**config.mk**
```make
export PLATFORM = sky130hd
export DESIGN_NAME = color_size_tx
export DESIGN_NICKNAME = d
export VERILOG_FILES = /design/src/rtl/color_size_tx.sv
export SDC_FILE = /design/constraint.sdc
export NUM_CORES = 1
export LEC_CHECK = 0
export CAP_MARGIN = 5
export CORE_MARGIN = 8
export CORE_UTILIZATION = 50
export DETAILED_ROUTE_END_ITERATION = 12
export PLACE_DENSITY_LB_ADDON = 0.3
export SLEW_MARGIN = 0
export SYNTH_ARGS = -nofsm -noshare
export SYNTH_HDL_FRONTEND = slang
export SYNTH_SLANG_ARGS = --single-unit
```
**constraint.sdc**
```tcl
create_clock -name CLK -period 2.3 [get_ports CLK]
set_clock_uncertainty 0.05 [all_clocks]
set_input_delay 0.345 -clock CLK [delete_from_list [all_inputs] [get_ports CLK]]
set_output_delay 0.345 -clock CLK [all_outputs]
set_load 0.05 [all_outputs]
```
**src/rtl/color_size_tx.sv**
```systemverilog
// color_size_tx
//   Serialises an 8-bit {COLOR,SIZE} word to a simple three-wire receiver.
//   Each frame is a one-period sync pulse on TX_RESET, eight data bits sent
//   MSB first with TX_CLK rising mid-bit, and a one-period quiet gap.
//   One serial period is 2*CLK_DIV CLK cycles.
//
// Ports
//   CLK       in   system clock, rising edge
//   RESET_N   in   asynchronous active-low reset
//   SEND      in   start request, accepted only when idle
//   COLOR     in   [3:0] color code, captured on acceptance
//   SIZE      in   [3:0] size code, captured on acceptance
//   BUSY      out  frame in progress
//   DONE      out  one-cycle pulse on return to idle
//   TX_CLK    out  serial clock to receiver RCLK
//   TX_DATA   out  serial data to receiver RDATA
//   TX_RESET  out  frame sync to receiver RESET, active high
//
// state | meaning
// ------+-----------------------------------------------------------
// IDLE  | waiting for SEND; all serial lines low
// SYNC  | one serial period with TX_RESET high
// SHIFT | eight bit periods, TX_CLK low then high within each
// GAP   | one serial period with all serial lines low, then DONE

module color_size_tx #(
    parameter int CLK_DIV = 25
) (
    input  logic       CLK,
    input  logic       RESET_N,
    input  logic       SEND,
    input  logic [3:0] COLOR,
    input  logic [3:0] SIZE,
    output logic       BUSY,
    output logic       DONE,
    output logic       TX_CLK,
    output logic       TX_DATA,
    output logic       TX_RESET
);

    typedef enum logic [1:0] {
        IDLE  = 2'd0,
        SYNC  = 2'd1,
        SHIFT = 2'd2,
        GAP   = 2'd3
    } state_t;

    // The divider counts one half-period (CLK_DIV cycles) down to zero and
    // a phase bit selects the first or second half, so the counter stays
    // 8 bits wide even for CLK_DIV = 255.
    localparam logic [7:0] DIV_LOAD = 8'(CLK_DIV - 1);

    state_t      state, state_nxt;
    logic [7:0]  div_cnt, div_cnt_nxt;
    logic        half, half_nxt;
    logic [2:0]  bit_cnt, bit_cnt_nxt;
    logic [7:0]  shreg, shreg_nxt;
    logic        busy_nxt, done_nxt, tx_clk_nxt, tx_data_nxt, tx_reset_nxt;

    logic        half_end;
    logic        period_end;
    logic [2:0]  bit_inc;

    assign half_end   = !half && (div_cnt == 8'd0);
    assign period_end =  half && (div_cnt == 8'd0);
    assign bit_inc    = bit_cnt + 3'd1;

    always_ff @(posedge CLK or negedge RESET_N) begin
        if (!RESET_N) begin
            state    <= IDLE;
            div_cnt  <= 8'd0;
            half     <= 1'b0;
            bit_cnt  <= 3'd0;
            shreg    <= 8'd0;
            BUSY     <= 1'b0;
            DONE     <= 1'b0;
            TX_CLK   <= 1'b0;
            TX_DATA  <= 1'b0;
            TX_RESET <= 1'b0;
        end else begin
            state    <= state_nxt;
            div_cnt  <= div_cnt_nxt;
            half     <= half_nxt;
            bit_cnt  <= bit_cnt_nxt;
            shreg    <= shreg_nxt;
            BUSY     <= busy_nxt;
            DONE     <= done_nxt;
            TX_CLK   <= tx_clk_nxt;
            TX_DATA  <= tx_data_nxt;
            TX_RESET <= tx_reset_nxt;
        end
    end

    // Outputs are computed one cycle ahead so that every port comes straight
    // from a flop and changes on the same edge as the state it belongs to.
    always_comb begin
        state_nxt    = state;
        div_cnt_nxt  = div_cnt;
        half_nxt     = half;
        bit_cnt_nxt  = bit_cnt;
        shreg_nxt    = shreg;
        busy_nxt     = BUSY;
        done_nxt     = 1'b0;
        tx_clk_nxt   = TX_CLK;
        tx_data_nxt  = TX_DATA;
        tx_reset_nxt = TX_RESET;

        if (state != IDLE) begin
            if (div_cnt != 8'd0) begin
                div_cnt_nxt = div_cnt - 8'd1;
            end else begin
                div_cnt_nxt = DIV_LOAD;
                half_nxt    = ~half;
            end
        end

        unique case (state)
            IDLE: begin
                busy_nxt     = 1'b0;
                tx_clk_nxt   = 1'b0;
                tx_data_nxt  = 1'b0;
                tx_reset_nxt = 1'b0;
                if (SEND) begin
                    state_nxt    = SYNC;
                    shreg_nxt    = {COLOR, SIZE};
                    busy_nxt     = 1'b1;
                    tx_reset_nxt = 1'b1;
                    div_cnt_nxt  = DIV_LOAD;
                    half_nxt     = 1'b0;
                    bit_cnt_nxt  = 3'd0;
                end
            end

            SYNC: begin
                if (period_end) begin
                    state_nxt    = SHIFT;
                    tx_reset_nxt = 1'b0;
                    tx_data_nxt  = shreg[7];
                    div_cnt_nxt  = DIV_LOAD;
                    half_nxt     = 1'b0;
                    bit_cnt_nxt  = 3'd0;
                end
            end

            SHIFT: begin
                if (half_end) begin
                    tx_clk_nxt = 1'b1;
                end
                if (period_end) begin
                    tx_clk_nxt  = 1'b0;
                    div_cnt_nxt = DIV_LOAD;
                    half_nxt    = 1'b0;
                    if (bit_cnt == 3'd7) begin
                        state_nxt   = GAP;
                        tx_data_nxt = 1'b0;
                        bit_cnt_nxt = 3'd0;
                    end else begin
                        bit_cnt_nxt = bit_inc;
                        // bit k of the frame is shreg[7-k]; 7-k == ~k in 3 bits
                        tx_data_nxt = shreg[~bit_inc];
                    end
                end
            end

            GAP: begin
                if (period_end) begin
                    state_nxt   = IDLE;
                    busy_nxt    = 1'b0;
                    done_nxt    = 1'b1;
                    div_cnt_nxt = 8'd0;
                    half_nxt    = 1'b0;
                end
            end

            default: begin
                state_nxt = IDLE;
            end
        endcase
    end

endmodule

```
==> impl_results.md <==
- Status: completed
- Syn Inst Count: 132
- Worst Slack Setup Final: 93.5 ps
- Worst Hold Margin: 314 ps
- Largest cells by area after synthesis: dfrtp_1 (46%), ha_1 (8.6%), mux2_2 (6.9%)
- Largest stage delay on the critical path: 420 ps
- H-Tree Depth: 1
- Port Buffer Count: 15
- Gr usage total: 0.116
- Final hold violations: 0
- Latest clock arrival within the worst-skew pair: 320 ps
- Number of synthesized flops with an enable pin: 0
- Die ar.: 4910 um2
- CP max-delay cell: dfrtp_1
- Syn Area/Cell: 11.1 um2
- Hold WC Path Type: in2async
- Die width: 70.1 um
- Pre-CTS setup slack: 79.2 ps
- Vias in the first global route: 1,066
- CP Capture Type: register
- Antenna-violating nets left: 0
- Data required, critical path: 2470 ps
- First-pass GRT wire length: 4900 um
- Fmax: 453 MHz
- Critical Path, Cell by Cell: inv_1 -> ha_1 -> nor3b_2 -> and2_1 -> ha_1 -> o21bai_2 -> nor2_1 -> mux2_2
- CP max FO: 7
- Max-cap violations: 0
- Async S/R FF share, synth: 1.00
- DRC: 0
- Internal power: 1340 uW
- DIE HEIGHT: 70.1 um
- Synth Register Bits: 27
- Switching part of the total power: 0.439
- Grt ovf: 0
- Net Switching: 1050 uW
- # fillers: 235
- Via count: 1,039
- Share of layout cells above drive strength 1: 0.183
- Row count: 19
- DP HPWL: 2210 um
- Routed WL: 2900 um
- Clk sinks: 27
- Most used DFF post-synth: dfrtp_1
- Lkg Pwr: 0.000768 uW
- Pwr per Cell Area: 1400 nW/um2
- Register area share after synthesis: 0.462
- RD Place Congestion: 0.789
- Worst reg-to-reg path cell count: 8
- Layout Area Growth over Synthesis: 16.6%
- Largest net degree at the start of global routing: 28
- CTS tree: yes
- Syn Nets: 153
- # IOs: 16
- Max-slew violations: 0
- Multi-input gate area: 753 um2
- Slew @ Worst Pin: 500 ps
- Period Utilization, post-route: 0.959
- Hold-fix buffers, CTS: 0
- Mapped Area: 1460 um2
- Fin util: 0.618
- Initial DRC Count: 36
- Logic pwr share: 0.566
- Most frequent cell after synthesis: dfrtp_1
- Avg WL per Cell: 15.7 um
- Critical path class: reg2reg
- Distinct cells, synth: 39
- Design Power: 2400 uW
- Reg area: 676 um2
- Total CTS buffers: 3
- Clock Tree Root: clkbuf_4
- Final nets: 175
- Most common library cells after synthesis: dfrtp_1 (27), nand2_1 (11), nor2_1 (11)
- Clock share of power: 0.087
- Worst endpoint data arrival time: 2380 ps
- Period minus WS final: 2210 ps
- Relative slew margins: 0.666
- Core footprint: 2760 um2
- Antenna violations before repair: 0
- R2R Path End: bit_cnt[0]
- Final total negative setup slack: 0 ps
- Number of setup violations in the final report: 0
- Ant. Diodes: 0
- R2R Path Start: div_cnt[0]
- Flop2flop setup slack: 90 ps
- Maximum clock insertion buffer count: 2
- Yosys warning count: 0
- CTS clk-pin slew, worst paths: 160 ps
- 1st-pass router iterations: 4
- Top cell type's share of synthesized area: 0.462
- Seq pwr share: 0.346
- Most frequent CP cell: ha_1
- Via/cell ratio: 5.65
- IR drop worst, VDD: 809 uV
- Synth area leader: dfrtp_1
- Initial core utilization: 0.530
- Critical Path Source Type: register
## through the flow
step           instance area, um2  std cells
3_5_place_dp                 1650        178
2_1_floorplan                1460        132
3_3_place_gp                 1650        178
4_1_cts                      1680        182
5_1_grt                      1710        184
6_report                     1710        184
## cells in the final DEF (no fill, tap or decap), types with 4 or more instances in the layout
master            n
nand2_1          11
buf_4             4
dfrtp_1          27
ha_1             10
mux2_2            9
inv_1             8
mux2i_1           7
clkdlybuf4s50_1  15
o21ai_0           7
nor2_1           11
## per-layer routing
| layer | global-route usage | share of wire | up-vias |
|---|---|---|---|
| met2 | 0.198 | 0.48 | 23 |
| li1 | - | - | 499 |
| met5 | 0 | 0 | - |
| met4 | 0.0313 | 0.0072 | 0 |
| met1 | 0.144 | 0.47 | 515 |
| met3 | 0.0254 | 0.035 | 2 |
## worst max-delay path, delay by kind of cell, from the launching register on
family | cells | cell delay [ps]
and+or+nand+nor | 3 | 580
adders and majority gates | 2 | 440
DFF | 1 | 420
muxes | 1 | 330
AOI/OAI and AO/OA | 1 | 180
buffers and inverters | 1 | 90
## power groups by stage
stage | sequential [uW] | clock [uW] | combinational, uW
final | 830 | 209 | 1360
after global routing | 856 | 235 | 1500
after CTS | 831 | 213 | 1300
after detailed placement | 844 | 0 | 1300
after global placement | 822 | 0 | 1240
after floorplan | 893 | 0 | 928
## kinds of logic after synthesis
group           Yosys count  synth area share
fa+ha+maj                10            0.0855
buf+inv                  10            0.0316
xor+xnor                  4            0.0240
simple gates             42             0.163
mux                      17             0.133
flops                    27             0.462
compound gates           22             0.102
## state kept, by name, summed over array words and instances, names as in the netlist
register / cells
TX_CLK: 1
div_cnt: 8
shreg: 8
DONE: 1
half: 1
state: 2
BUSY: 1
bit_cnt: 3
TX_DATA: 1
TX_RESET: 1
## timing repair
action	CTS	global route
setup endpoints to repair	0	11
buffers inserted	0	2
resized for setup	0	2
## how the worst max path moves through the flow
stage                    start    endpoint  depth (start not counted)
floorplan           div_cnt[0]  bit_cnt[0]                          8
global placement    div_cnt[0]  bit_cnt[0]                          8
detailed placement  div_cnt[0]  div_cnt[3]                          9
CTS                 div_cnt[0]  div_cnt[3]                          9
global route        div_cnt[0]  div_cnt[5]                          9
finish              div_cnt[0]  bit_cnt[0]                          8
## layout make-up
class,count,share of cell area
sequential,27,0.396
clock buffer,3,0.0132
multi-input combinational,95,0.442
inverter,8,0.0176
tap,31,0.0227
timing repair buffer,19,0.106
clock inverter,1,0.00293
Note: power is estimated with default switching activity, not from simulation.
